$ cat src/rtl/perm_access_arbiter.sv
// Two-port arbiter in front of a bank of protected registers. Each access is
// granted round-robin, checked against a per-register permission table, then
// turned into a single one-hot strobe on the shared bank bus.
// Optional feature: define PERM_LOCK_EN to add cfg_lock, a sticky lock that
// freezes the permission table until reset.
module perm_access_arbiter #(
    parameter int unsigned WIDTH  = 8,
    parameter int unsigned ADDR_W = 3
) (
    input  logic                     clk,
    input  logic                     reset_n,
    input  logic                     req_a,
    input  logic                     req_b,
    input  logic                     we_a,
    input  logic                     we_b,
    input  logic [ADDR_W-1:0]        addr_a,
    input  logic [ADDR_W-1:0]        addr_b,
    input  logic [WIDTH-1:0]         wdata_a,
    input  logic [WIDTH-1:0]         wdata_b,
    output logic                     ack_a,
    output logic                     ack_b,
    output logic                     fault,
    output logic [WIDTH-1:0]         rdata,
    input  logic                     cfg_we,
    input  logic [ADDR_W-1:0]        cfg_addr,
    input  logic [3:0]               cfg_perm,
`ifdef PERM_LOCK_EN
    input  logic                     cfg_lock,
`endif
    output logic [(2**ADDR_W)-1:0]   bank_we,
    output logic [(2**ADDR_W)-1:0]   bank_re,
    output logic [WIDTH-1:0]         bank_wdata,
    input  logic [WIDTH-1:0]         bank_rdata
);

    localparam int unsigned DEPTH = 2**ADDR_W;

    typedef enum logic [2:0] {IDLE, CHECK, ACCESS, CAPTURE, RESP} state_t;

    state_t              state;
    logic                gnt_b;
    logic                last_b;
    logic                lat_we;
    logic                denied;
    logic [ADDR_W-1:0]   lat_addr;
    logic [3:0]          perm [DEPTH];

    logic                elig_a;
    logic                elig_b;
    logic                pick_b;
    logic                perm_bit;
    logic                cfg_ok;

    // A requester whose ack is still visible is not re-granted on the same edge
    assign elig_a   = req_a & ~ack_a;
    assign elig_b   = req_b & ~ack_b;
    assign pick_b   = elig_b & (~elig_a | ~last_b);
    // Permission bit order is {wr_b, rd_b, wr_a, rd_a}
    assign perm_bit = perm[lat_addr][{gnt_b, lat_we}];

`ifdef PERM_LOCK_EN
    logic lock;

    // Sticky lock: once set, the permission table is frozen until reset
    always_ff @(posedge clk or negedge reset_n) begin
        if (!reset_n) begin
            lock <= 1'b0;
        end else if (cfg_lock) begin
            lock <= 1'b1;
        end
    end

    assign cfg_ok = cfg_we & ~lock;
`else
    assign cfg_ok = cfg_we;
`endif

    // Permission table: written in any state; a same-edge CHECK sees the old entry
    always_ff @(posedge clk or negedge reset_n) begin
        if (!reset_n) begin
            for (int i = 0; i < int'(DEPTH); i++) begin
                perm[i] <= 4'b0000;
            end
        end else if (cfg_ok) begin
            perm[cfg_addr] <= cfg_perm;
        end
    end

    // Access sequencer with registered strobes, ack, fault and read data
    always_ff @(posedge clk or negedge reset_n) begin
        if (!reset_n) begin
            state      <= IDLE;
            gnt_b      <= 1'b0;
            last_b     <= 1'b1;
            lat_we     <= 1'b0;
            lat_addr   <= '0;
            denied     <= 1'b0;
            ack_a      <= 1'b0;
            ack_b      <= 1'b0;
            fault      <= 1'b0;
            rdata      <= '0;
            bank_we    <= '0;
            bank_re    <= '0;
            bank_wdata <= '0;
        end else begin
            ack_a   <= 1'b0;
            ack_b   <= 1'b0;
            bank_we <= '0;
            bank_re <= '0;
            case (state)
                IDLE: begin
                    fault <= 1'b0;
                    if (elig_a || elig_b) begin
                        gnt_b      <= pick_b;
                        last_b     <= pick_b;
                        lat_we     <= pick_b ? we_b : we_a;
                        lat_addr   <= pick_b ? addr_b : addr_a;
                        bank_wdata <= pick_b ? wdata_b : wdata_a;
                        denied     <= 1'b0;
                        state      <= CHECK;
                    end
                end
                CHECK: begin
                    if (perm_bit) begin
                        if (lat_we) begin
                            bank_we <= DEPTH'(1) << lat_addr;
                        end else begin
                            bank_re <= DEPTH'(1) << lat_addr;
                        end
                        state <= ACCESS;
                    end else begin
                        denied <= 1'b1;
                        state  <= RESP;
                    end
                end
                ACCESS: begin
                    state <= lat_we ? RESP : CAPTURE;
                end
                CAPTURE: begin
                    rdata <= bank_rdata;
                    state <= RESP;
                end
                RESP: begin
                    ack_a <= ~gnt_b;
                    ack_b <= gnt_b;
                    fault <= denied;
                    state <= IDLE;
                end
                default: begin
                    state <= IDLE;
                end
            endcase
        end
    end

endmodule
$ cat config.mk
export PLATFORM = sky130hd
export DESIGN_NAME = perm_access_arbiter
export DESIGN_NICKNAME = d
export VERILOG_FILES = /design/src/rtl/perm_access_arbiter.sv
export SDC_FILE = /design/constraint.sdc
export NUM_CORES = 1
export LEC_CHECK = 0
export BUFFER_PORTS_ARGS = -buffer_cell sky130_fd_sc_hd__buf_4
export CAP_MARGIN = 20
export CORE_MARGIN = 8
export CORE_UTILIZATION = 45
export DETAILED_ROUTE_END_ITERATION = 12
export GPL_TIMING_DRIVEN = 0
export PLACE_DENSITY = 0.73
export SYNTH_ARGS = -nofsm -noshare
export SYNTH_HDL_FRONTEND = slang
export SYNTH_SLANG_ARGS = --single-unit
$ cat constraint.sdc
create_clock -name clk -period 4.45 [get_ports clk]
set_input_delay 0 -clock clk [delete_from_list [all_inputs] [get_ports clk]]
set_output_delay 0 -clock clk [all_outputs]
set_load 0.1 [all_outputs]
## Word level (Yosys, flattened, before mapping)

Index checks and enable logic that the tools add are counted.
W data, S select, Z words.

- Magnitude comparators: 4
- Equality and inequality tests: 6
- Shift operators: 1
- Multiplexer cells: 27
- Bitwise operators: 11
- Reduce and logical (&&, ||, !) cells: 7

Operators by type and width:

| kind | number |
|---|---|
| $mux W8 | 7 |
| $bwmux W32 | 1 |
| $bmux W4 S3 | 1 |
| $demux W4 S3 | 1 |
| $mux W3 | 4 |
| $mux W4 | 3 |
| $pmux W3 S4 | 1 |
| $ge A4 B4 Y1 const B | 2 |
| $not A3 Y4 | 2 |
| $shl A1 B3 Y8 const A | 1 |
| $eq A3 B2 Y1 const B | 2 |
| $mux W1 | 6 |
| $not A1 Y1 | 5 |
| $lt A4 B1 Y1 const B | 1 |
| $ne A2 B2 Y1 const B | 2 |
| $pmux W1 S2 | 2 |
| $reduce_bool A2 Y1 | 2 |
| $and A1 B1 Y1 | 3 |
| $eq A3 B1 Y1 const B | 1 |
| $eq A3 B3 Y1 const B | 1 |
| $logic_not A3 Y1 | 1 |
| $lt A2 B3 Y1 const B | 1 |
| $reduce_and A3 Y1 | 1 |
| $bmux W1 S2 | 1 |
| 4 further kinds | 4 |

- Bits in registers: 77
- Input port bits: 44
- Output and inout port bits: 35
- Word-level logic and storage cells: 77

## Longest topological paths before layout

- Word-level depth: 8
- Gate-level depth with buffers: 9
- Mapped depth without buffers: 5

## Least setup slack after synthesis

OpenSTA, ideal clock, no wires.

- Path kind: reg-to-reg
- Start point: reg ack_a
- End point: reg bank_wdata[7]
- Arrival: 2.134 ns
- Path slack: 2.181 ns
- Cell stages (with the launch flop): 6
- Buffers on the path: 1
- Clock period less this slack: 2.269 ns
- Cells stage by stage: dfrtp_1 nand2b_1 o21bai_1 clkbuf_1 mux2i_1 o21ai_0

- Cells in the longest elaborated chain, start to end: 6

RTL lines:

| item | RTL line | text |
|---|---|---|
| from (decl) | 20 | `output logic ack_a,` |
| from (signal assigned) | 144 | `ack_a <= ~gnt_b;` |
| $not A1 Y1 (*) | 55 | `assign elig_a = req_a & ~ack_a;` |
| $and A1 B1 Y1 (*) | 55 |  |
| $not A1 Y1 | 57 | `assign pick_b = elig_b & (~elig_a \| ~last_b);` |
| $or A1 B1 Y1 | 57 |  |
| $and A1 B1 Y1 | 57 |  |
| $mux W8 | 118 | `bank_wdata <= pick_b ? wdata_b : wdata_a;` |
| to (signal assigned) | 118 |  |
| to (decl) | 32 | `output logic [WIDTH-1:0] bank_wdata,` |

Every way passes the cells marked *; elsewhere a longest branch is shown, timed or not.
A chain may end at the register's enable or synchronous reset.

## Worst setup path in the final report

- Start point: reg last_b
- End point: reg lat_addr[0]

- Cells in the longest elaborated chain, start to end: 4

RTL lines:

| item | RTL line | text |
|---|---|---|
| from (decl) | 42 | `logic last_b;` |
| from (signal assigned) | 115 | `last_b <= pick_b;` |
| $not A1 Y1 | 57 |  |
| $or A1 B1 Y1 | 57 |  |
| $and A1 B1 Y1 | 57 |  |
| $mux W3 | 117 | `lat_addr <= pick_b ? addr_b : addr_a;` |
| to (signal assigned) | 117 |  |
| to (decl) | 45 | `logic [ADDR_W-1:0] lat_addr;` |

Every way passes these cells.

==> flow_summary_export.csv <==
group,metric,value,unit
finish,stdcell_count,485,
floorplanning,core.rowCount,31,
finish,finalNetCount,425,
synthesis,ys_seq_area_share,57.7,%
setup_path,cp-start-kind,"flop",
setup_path,critPathTopFamily,"buffers and inverters",
setup_path,crit_fanout,10,
synthesis,ys_warn_count,0,
cts,clock_latency,340,ps
finish,finish.instance_area,4620,um^2
timing,finalSetupViolations,0,
timing,finalHoldViolCount,0,
synthesis,post-synth-top-area-cell,"dfrtp_1",
timing,slew_headroom,36.4,%
job,maxCapViolCount,0,
global_route,overflow,0,
drt,routed_wl,8.19,mm
synthesis,synth_edf_count,0,
synthesis,netlist_area,3340,um^2
global_route,antenna_found_initial,0,
timing,layout_setup_ws,1780,ps
timing,fin_worst_skew,9.63,ps
setup_path,path_buf_inv,3,
synthesis,synthArstFlopShare,100,%
cts,cts.sinks,77,
place,hpwl,5.48,mm
cts,clk_path_buf_depth,2,
drt,ant_nets,0,
pwr,power_density,691,nW/um^2
finish,antennaDiodeCount,0,
synthesis,netlist_top_cells_count,"dfrtp_1 (76), mux2_2 (41), nand2_1 (21), nor3_1 (16)",
run_status,status,"complete, no violations",
setup_path,end_kind,"flop",
setup_path,crit_required,4650,ps
setup_path,crit_chain,"inv_1, o21bai_1, clkbuf_1, mux2i_1, dlygate4sd3_1, o21ai_0",
drt,drt_first_pass_iters,4,
floorplanning,start_util,46.4,%
min_path,min-delay-path-class,"primary input to flop",
finish,drive_gt1_share,36.5,%
setup_path,critPathKind,"flop to flop",
finish,syn2layout_area_growth,38.0,%
timing,rsz0062_at_grt,"no",
synthesis,ys.flop_type,"dfrtp_1",
floorplanning,ios,79,
place,place_inst,432,
timing,tightest_slew,955,ps
drt,vias,2536,
global_route,grt_pass1_vias,2670,
drt,drc,0,
synthesis,synthCells,255,
timing,setup_tns,0,ps
floorplanning,dieArea,10400,um^2
pwr,leakagePower,2.14,nW
floorplanning,die_h,102,um
cts,cts_buffers,9,
global_route,grt_pass1_wl,13.2,mm
place,place.gp.congestion,0.780,
synthesis,synth.most_common_cell,"dfrtp_1",
cts,cts.clk_slew.worst_paths,70,ps
cts,tritoncts,"yes",
cts,htreeDepth,3,
finish,final_core_util,64.0,%
synthesis,synth_seq_cells,77,
drt,drt_iter0_markers,66,
place,numPortBuffers,78,
drt,routedWlPerCell,16.9,um
timing,max_clock_freq,0.375,GHz
synthesis,synth_cell_types,33,
floorplanning,core_area,7210,um^2
synthesis,synth_nets,299,
setup_path,cp_slowest_cell,"dlygate4sd3_1",
setup_path,crit_path_max_incr_delay,580,ps
place,post_dp_cell_area,4050,um^2
timing,maxSlewViolCount,0,
synthesis,synthTopCellsByArea,"dfrtp_1 (57%), mux2_2 (14%), mux4_1 (4.7%), mux2i_1 (4.5%), nor3_1 (2.4%)",
setup_path,arrival,2870,ps
synthesis,synth.avg_cell_area,13.1,um^2
place,dp_slack,2240,ps
global_route,grt_usage,16.4,%
pwr,vdd_drop_max,0.309,mV
floorplanning,die_w,102,um
timing,period_minus_slack,2670,ps
cts,cts_root_buf,"clkbuf_8",
timing,fin_crit_sh,59.9,%
synthesis,synth_top_area_share,56.9,%
global_route,grt_max_degree,78,
drt,viasPerCell,5.23,
cts,cts-resized-gates,0,
area by class of cell:
| cell class | instances | area, um^2 |
|---|---|---|
| fill | 598 | 2600 |
| sequential | 77 | 1930 |
| multi-input combinational | 161 | 1320 |
| timing repair buffer | 115 | 956 |
| clock buffer | 15 | 186 |
| tap | 99 | 124 |
| buffer | 13 | 82.6 |
| inverter | 4 | 15.0 |
| clock inverter | 1 | 5.00 |
routing by layer:
layer | track usage (%) | wire (um)
met1 | 19.7 | 3510
met2 | 28.2 | 4200
met3 | 3.13 | 321
met4 | 6.88 | 156
met5 | 0 | 0
path summary, 6_finish.rpt:
check | startpoint | end | slack (ps) | cells after the start
worst min-delay path | cfg_addr[2] | perm[27] | 150 | 3
worst max-delay path | last_b | lat_addr[0] | 1780 | 6
worst min register to register | bank_wdata[7] | bank_wdata[7] | 490 | 2
worst max register to register | last_b | lat_addr[0] | 1780 | 6
max in group asynchronous | reset_n | bank_we[1] | 3470 | 2
min in group asynchronous | reset_n | fault | 350 | 2
power by group:
group / internal [W] / switching (W)
combinational: 0.000537 / 0.00114
clock: 0.000264 / 0.000238
sequential: 0.000896 / 0.000115
total: 0.00170 / 0.00149
state kept, by name (all words and copies together), names as in the netlist:
| name | count |
|---|---|
| rdata | 8 |
| gnt_b | 1 |
| bank_we | 8 |
| ack_b | 1 |
| denied | 1 |
| lat_addr | 3 |
| lat_we | 1 |
| last_b | 1 |
| bank_wdata | 8 |
| ack_a | 1 |
| fault | 1 |
| perm | 32 |
| bank_re | 8 |
| state | 3 |
placed cells by master, fill, tap and decap left out, types with 5 or more instances in the layout:
cell type and n:
buf_4 78, mux2_2 41, dlygate4sd3_1 37, dfrtp_1 76, o21ai_0 15, clkbuf_8 13, clkbuf_1 10, nor2_1 5
nand3_1 8, mux4_1 6, nor3_1 16, mux2i_1 15, nand2_1 21
cells by family after synthesis:
logic type             Yosys count  synth area share (%)
flip-flops                      77                  57.7
AO/OA/AOI/OAI                   26                  5.16
AND/OR/NAND/NOR                 73                  11.3
multiplexers                    62                  23.0
buffers and inverters           17                  2.92
timing repair:
| item | CTS | global route |
|---|---|---|
| hold buffers | 37 | 0 |
| endpoints found under the hold margin | 128 | 0 |
| buffers inserted | 0 | 0 |
worst min-delay path, stage by stage:
cell,delay [ps]
buf_4,120
nor3_1,110
mux2_2,230
per-stage QoR:
| step | hold WS [ps] | total power, W |
|---|---|---|
| floorplan | -296 | 0.00227 |
| global placement | 200 | 0.00262 |
| detailed placement | 204 | 0.00265 |
| CTS | 145 | 0.00319 |
| global route | 156 | 0.00334 |
| finish | 153 | 0.00319 |
Power figures use the tool's default switching activity.
